===== src/rtl/sequence_bit_serializer.sv =====
// Parallel-to-serial feeder for the "1011" sequence detector: valid/ready word input,
// one shift register plus one hold register so back-to-back words stream without a gap.
module sequence_bit_serializer #(
  parameter int   WIDTH     = 8,
  parameter bit   MSB_FIRST = 1'b1,
  parameter logic IDLE_BIT  = 1'b0,
  parameter int   CNT_W     = 16
) (
  input  logic             clock,
  input  logic             reset,
  input  logic [WIDTH-1:0] data_in,
  input  logic             data_valid,
  output logic             data_ready,
  output logic             sequence_out,
  output logic             bit_valid,
  output logic             word_done,
  output logic             busy,
  output logic [CNT_W-1:0] words_sent
);

  localparam int BCW = $clog2(WIDTH);
  localparam logic [BCW-1:0] LAST_IDX = BCW'(WIDTH - 1);

  typedef enum logic {
    IDLE  = 1'b0,
    SHIFT = 1'b1
  } state_t;

  state_t           state;
  state_t           state_n;
  logic [WIDTH-1:0] shift_reg;
  logic [WIDTH-1:0] shift_n;
  logic [WIDTH-1:0] hold_reg;
  logic [WIDTH-1:0] hold_n;
  logic             hold_full;
  logic             hold_full_n;
  logic [BCW-1:0]   bit_cnt;
  logic [BCW-1:0]   bit_cnt_n;
  logic [CNT_W-1:0] sent_q;
  logic [CNT_W-1:0] sent_n;
  logic             seq_q;
  logic             seq_n;
  logic             bit_valid_q;
  logic             bit_valid_n;
  logic             word_done_q;
  logic             word_done_n;
  logic             busy_q;
  logic             busy_n;
  logic             accept;
  logic             last_bit;

  // The bit on the line is always the head of the shift register in the chosen order.
  function automatic logic head_bit(input logic [WIDTH-1:0] w);
    return MSB_FIRST ? w[WIDTH-1] : w[0];
  endfunction

  function automatic logic [WIDTH-1:0] advance(input logic [WIDTH-1:0] w);
    return MSB_FIRST ? {w[WIDTH-2:0], 1'b0} : {1'b0, w[WIDTH-1:1]};
  endfunction

  assign data_ready = reset && !hold_full;
  assign accept     = data_valid && data_ready;
  assign last_bit   = (state == SHIFT) && (bit_cnt == LAST_IDX);

  always_comb begin
    state_n     = state;
    shift_n     = shift_reg;
    hold_n      = hold_reg;
    hold_full_n = hold_full;
    bit_cnt_n   = bit_cnt;
    sent_n      = sent_q;
    case (state)
      IDLE: begin
        if (accept) begin
          shift_n   = data_in;
          bit_cnt_n = '0;
          state_n   = SHIFT;
        end
      end
      SHIFT: begin
        if (last_bit) begin
          // End of word: the next word (hold first, else a same-edge accept) starts with no gap.
          sent_n    = sent_q + CNT_W'(1);
          bit_cnt_n = '0;
          if (hold_full) begin
            shift_n     = hold_reg;
            hold_full_n = 1'b0;
          end else if (accept) begin
            shift_n = data_in;
          end else begin
            shift_n = advance(shift_reg);
            state_n = IDLE;
          end
        end else begin
          shift_n   = advance(shift_reg);
          bit_cnt_n = bit_cnt + BCW'(1);
          if (accept) begin
            hold_n      = data_in;
            hold_full_n = 1'b1;
          end
        end
      end
      default: begin
        state_n = IDLE;
      end
    endcase

    // Outputs are registered from next-state values so they line up with the shifted bit.
    seq_n       = (state_n == SHIFT) ? head_bit(shift_n) : IDLE_BIT;
    bit_valid_n = (state_n == SHIFT);
    word_done_n = (state_n == SHIFT) && (bit_cnt_n == LAST_IDX);
    busy_n      = (state_n == SHIFT) || hold_full_n;
  end

  always_ff @(posedge clock or negedge reset) begin
    if (!reset) begin
      state       <= IDLE;
      shift_reg   <= '0;
      hold_reg    <= '0;
      hold_full   <= 1'b0;
      bit_cnt     <= '0;
      sent_q      <= '0;
      seq_q       <= IDLE_BIT;
      bit_valid_q <= 1'b0;
      word_done_q <= 1'b0;
      busy_q      <= 1'b0;
    end else begin
      state       <= state_n;
      shift_reg   <= shift_n;
      hold_reg    <= hold_n;
      hold_full   <= hold_full_n;
      bit_cnt     <= bit_cnt_n;
      sent_q      <= sent_n;
      seq_q       <= seq_n;
      bit_valid_q <= bit_valid_n;
      word_done_q <= word_done_n;
      busy_q      <= busy_n;
    end
  end

  assign sequence_out = seq_q;
  assign bit_valid    = bit_valid_q;
  assign word_done    = word_done_q;
  assign busy         = busy_q;
  assign words_sent   = sent_q;

endmodule


===== config.mk =====
export PLATFORM = sky130hd
export DESIGN_NAME = sequence_bit_serializer
export DESIGN_NICKNAME = d
export VERILOG_FILES = /design/src/rtl/sequence_bit_serializer.sv
export SDC_FILE = /design/constraint.sdc
export NUM_CORES = 1
export LEC_CHECK = 0
export CORE_MARGIN = 1
export CORE_UTILIZATION = 44
export CTS_CLUSTER_SIZE = 40
export DETAILED_ROUTE_END_ITERATION = 8
export PLACE_DENSITY = 0.73
export SLEW_MARGIN = 20
export SYNTH_ARGS = -nofsm -noshare
export SYNTH_HDL_FRONTEND = slang
export SYNTH_SLANG_ARGS = --single-unit

===== constraint.sdc =====
create_clock -name clock -period 2.3 [get_ports clock]
set_input_delay 0.46 -clock clock [delete_from_list [all_inputs] [get_ports clock]]
set_output_delay 0.46 -clock clock [all_outputs]
set_load 0.1 [all_outputs]

# == Yosys cells after proc, flatten, opt, wreduce, memory -nomap -nowiden ==
# Cells that the tools add are included.
# word_totals
inputBits,11
output_inout_bits,21
register_bits,40
# op_classes
n_reduce_logical,8
bitwise,2
addsub,2
mux,16
eq_ne,3
# ops
cell,count
$mux 8,4
$add 16x1->16 const B,1
$pmux 8 s2,1
$mux 1,7
$eq 3x3->1 const B,2
$mux 3,2
$pmux 3 s2,1
$logic_and 1x1->1,4
$add 3x1->3 const B,1
$reduce_and 3->1,1
$ne 2x2->1 const B,1
$not 1->1,2
$pmux 1 s2,1
$reduce_and 2->1,1
$logic_not 1->1,1
$logic_or 1x1->1,1

# == Longest topological paths before layout ==
# depth
word_depth,8
mapped_depth,7

# == Worst setup path before layout ==
# No wires, ideal clock.
# synth_path
path_kind,register -> output
from,reg hold_full
to,out data_ready
n_path_buf,2
required_time_ps,1840
path_stages_with_launch,4
slack_ps,-200
t_arrival_ps,2040
cell_sequence,dfrtp_1 -> buf_2 -> clkbuf_1 -> nor2b_1
# synth_between
elab_chain_len,2
# synth_lines
item,line,rtl
start: declaration,35,logic hold_full;
start signal: assignment,131,hold_full <= hold_full_n;
$logic_not 1->1,61,assign data_ready = reset && !hold_full;
$logic_and 1x1->1,61,
end: declaration,13,"output logic data_ready,"
# No other way between the ends.

# == Final worst setup path ==
# layout_path
from,reg bit_cnt[0]
to,reg hold_reg[2]
# layout_between
elab_chain_len,4
# layout_lines
item,line,rtl
start: declaration,37,logic [BCW-1:0] bit_cnt;
start signal: assignment,132,bit_cnt <= bit_cnt_n;
$eq 3x3->1,63,assign last_bit = (state == SHIFT) && (bit_cnt == LAST_IDX);
$logic_and 1x1->1,63,
$not 1->1 (no source line),n/a,
$reduce_and 3->1 (no source line),n/a,
end signal: assignment,130,hold_reg <= hold_n;
end: declaration,33,logic [WIDTH-1:0] hold_reg;
# No other way between the ends.
# A chain may end at the register's enable or synchronous reset.

==> results.md <==
* Uppermost layer routed: met4
* Max Root-Sink Buffers at 2
* Post-Syn Area at 0.00196 mm²
* Syn avg cell area at 10.5 µm²
* Finish-stage setup viols at 0
* Synthesized flop and latch total at 40
* Worst Path Arrival at 2.12 ns
* Hold Vio Cnt, Final at 0
* Cell family with most CP delay: adder cells
* CP bufs+invs at 2
* TritonRoute pass-1 iters at 4
* Async SR Flop Fraction at 1.00
* Clock latency on the worst-skew pair at 0.29 ns
* Routed WL per cell at 13.6 µm
* Top Ports at 32
* Sink Count at 40
* Largest stage delay, worst path at 0.41 ns
* Initial antenna violation count at 0
* WL final at 3.75 mm
* Synthesis-to-finish area growth at 22.3%
* Number of flip-flops in the largest register at 16
* Most common cell after layout, fill and taps aside: dfrtp_1
* Die Area at 0.00471 mm²
* Initial drt markers at 74
* Maximum vdd drop at 0.000518 V
* Post-route ant nets at 0
* Worst setup SP type: flip-flop
* Die Ht at 68.7 µm
* Die width at 68.7 µm
* Row cnt at 23
* Synth cell types at 36
* Most frequent cells in the layout: dfrtp_1 (40), nand2_1 (27), buf_4 (25), a21oi_1 (12), mux2_2 (12)
* Tcrit/Tclk final at 0.846
* Fin. max-slew vios at 0
* Final min period at 1.95 ns
* CP Data Required Time at 2.48 ns
* Tot GR Track Use at 0.188
* H-tree lvl count at 2
* Root Driver: clkbuf_8
* Ranking of synthesized cells by area: dfrtp_1 (51%), mux2_2 (6.9%), nand2_1 (5.2%), xnor2_1 (4.0%), a21oi_1 (3.1%)
* Filler cells at 376
* Worst reg2reg path startpoint: bit_cnt[0]
* Initial Utilization at 0.472
* Register area at 0.00100 mm²
* Critical path's slowest cell: dfrtp_1
* Post-Layout Inst Area at 0.00239 mm²
* Max Clock Skew at 0.00981 ns
* Leakage at 1.14 nW
* Sequential fraction of the synthesis area at 0.512
* Syn nets at 201
* Largest area contributor in the netlist: dfrtp_1
* Worst-Margin Slew at 0.363 ns
* Post-CTS Hold Buffers at 0
* Clock-pin slew on the worst setup and hold paths at 0.08 ns
* Path depth of the worst reg2reg path at 7
* EDFF count, synth at 0
* Outcome: finished clean
* DP HPWL at 2.75 mm
* Placed cell area at 0.00230 mm²
* Fin Setup TNS at 0 ns
* Postcts setup bufs at 0
* Slew margin rel. at 0.758
* Vias in the first global route at 1410
* Routed wl met2 at 1.70 mm
* Layout Utilization at 0.577
* Synth Instances at 187
* Placer Congestion at 0.799
* PD cells at 1190 mW/mm²
* RSZ-0062 raised after global routing: false
* ANT cells at 0
* First-pass GRT wire length at 6.42 mm
* Share of post-route cells with drive strength above 1 at 0.253
* TritonCTS buffer count at 5
* Vias per std cell at 5.29
* R2r setup slk at 0.35 ns
* Multi-input gate area at 891 µm²
* Fin nets at 238
* Crit Path Max Fanout at 9
* Residual DRC count at 0
* Port Buffers at 31
* Reg-to-reg endpoint: hold_reg[2]
* Yosys top cell area share at 0.512
* Max-cap violations at 0
* Critical Path Most Common Cell: ha_1
* WL met3 at 148 µm
* Fmax at 514 MHz
* Min-Delay Path Class: input pin to asynchronous set/reset pin
* Total grt overflow at 0
* CP Capture Type: flip-flop
* M1 WL at 1.85 mm
* Resize count post-CTS at 0
* CTS tree: done
* Cell breakdown of the critical path: ha_1, ha_1, inv_1, nand2_1, nor2_2, buf_4, mux2_2
* Ys flop type: dfrtp_1
* Pin count of the biggest net entering global routing at 22
* Yosys warns at 0
* CORE AREA at 0.00414 mm²
* Total number of vias at 1455
* CP Class: flip-flop to flip-flop
-- synthesized netlist by cell type (2+ instances only) --
cell      instances
and2_1            2
nand2_1          27
nand4_1           2
clkbuf_1          3
mux2_2           12
buf_6             2
nand3_1           6
and4_1            2
and3_1            2
nor3_1            2
nor2_1            8
o21ai_0          11
or3_1             5
dfrtp_1          40
nor3_4            2
xnor2_1           9
inv_1             6
buf_2             2
xor2_1            6
ha_1              3
o21bai_1          3
a21oi_1          12
nand3b_1          4
a31oi_1           4
-- worst max path at each step --
stage / from / endpoint / cells after the start
2_1_floorplan: words_sent[5] / words_sent[14] / 4
3_3_place_gp: data_valid / shift_reg[1] / 5
3_5_place_dp: bit_cnt[0] / hold_reg[6] / 7
4_1_cts: bit_cnt[0] / hold_reg[2] / 7
5_1_grt: bit_cnt[0] / words_sent[13] / 6
6_report: bit_cnt[0] / hold_reg[2] / 7
-- layout make-up --
class / count / area share
well taps: 50 / 0.0262
inverters: 6 / 0.00941
multi-input cells: 134 / 0.372
repair buffers: 37 / 0.135
clock buffers: 6 / 0.0345
flip-flops and latches: 40 / 0.418
clock inverters: 2 / 0.00418
-- routing by layer --
layer / vias to the layer above / GRT usage
li1: 726 / -
met1: 691 / 0.253
met2: 30 / 0.300
met3: 8 / 0.0395
met4: 0 / 0.0625
met5: - / 0
-- per-stage QoR --
stage / total power [mW] / hold slack, ns / setup slack (ns) / instances
after global placement: 2.36 / 0.380 / 0.363 / 267
after global routing: 3.06 / 0.0750 / 0.190 / 275
final: 2.86 / 0.0582 / 0.354 / 275
after CTS: 2.88 / 0.0568 / 0.326 / 275
after detailed placement: 2.39 / 0.377 / 0.341 / 267
after floorplan: 2.07 / 0.164 / 0.164 / 187
-- power by group --
| part | total [mW] | internal (mW) | switching, mW |
|---|---|---|---|
| Combinational | 1.27 | 0.458 | 0.809 |
| Sequential | 1.10 | 0.929 | 0.175 |
| Clock | 0.486 | 0.240 | 0.247 |
| Total | 2.86 | 1.63 | 1.23 |
-- cells by family (layout without fill, tap and decap cells) --
| logic type | after synthesis | in the layout | synth area share |
|---|---|---|---|
| and+or+nand+nor | 70 | 70 | 0.197 |
| DFF | 40 | 40 | 0.512 |
| AOI/OAI and AO/OA | 34 | 34 | 0.102 |
| xor gates and xnor gates | 15 | 15 | 0.0672 |
| buffers and inverters | 13 | 51 | 0.0339 |
| muxes | 12 | 12 | 0.0691 |
| adders and majority gates | 3 | 3 | 0.0192 |
Power figures use the tool's default switching activity.
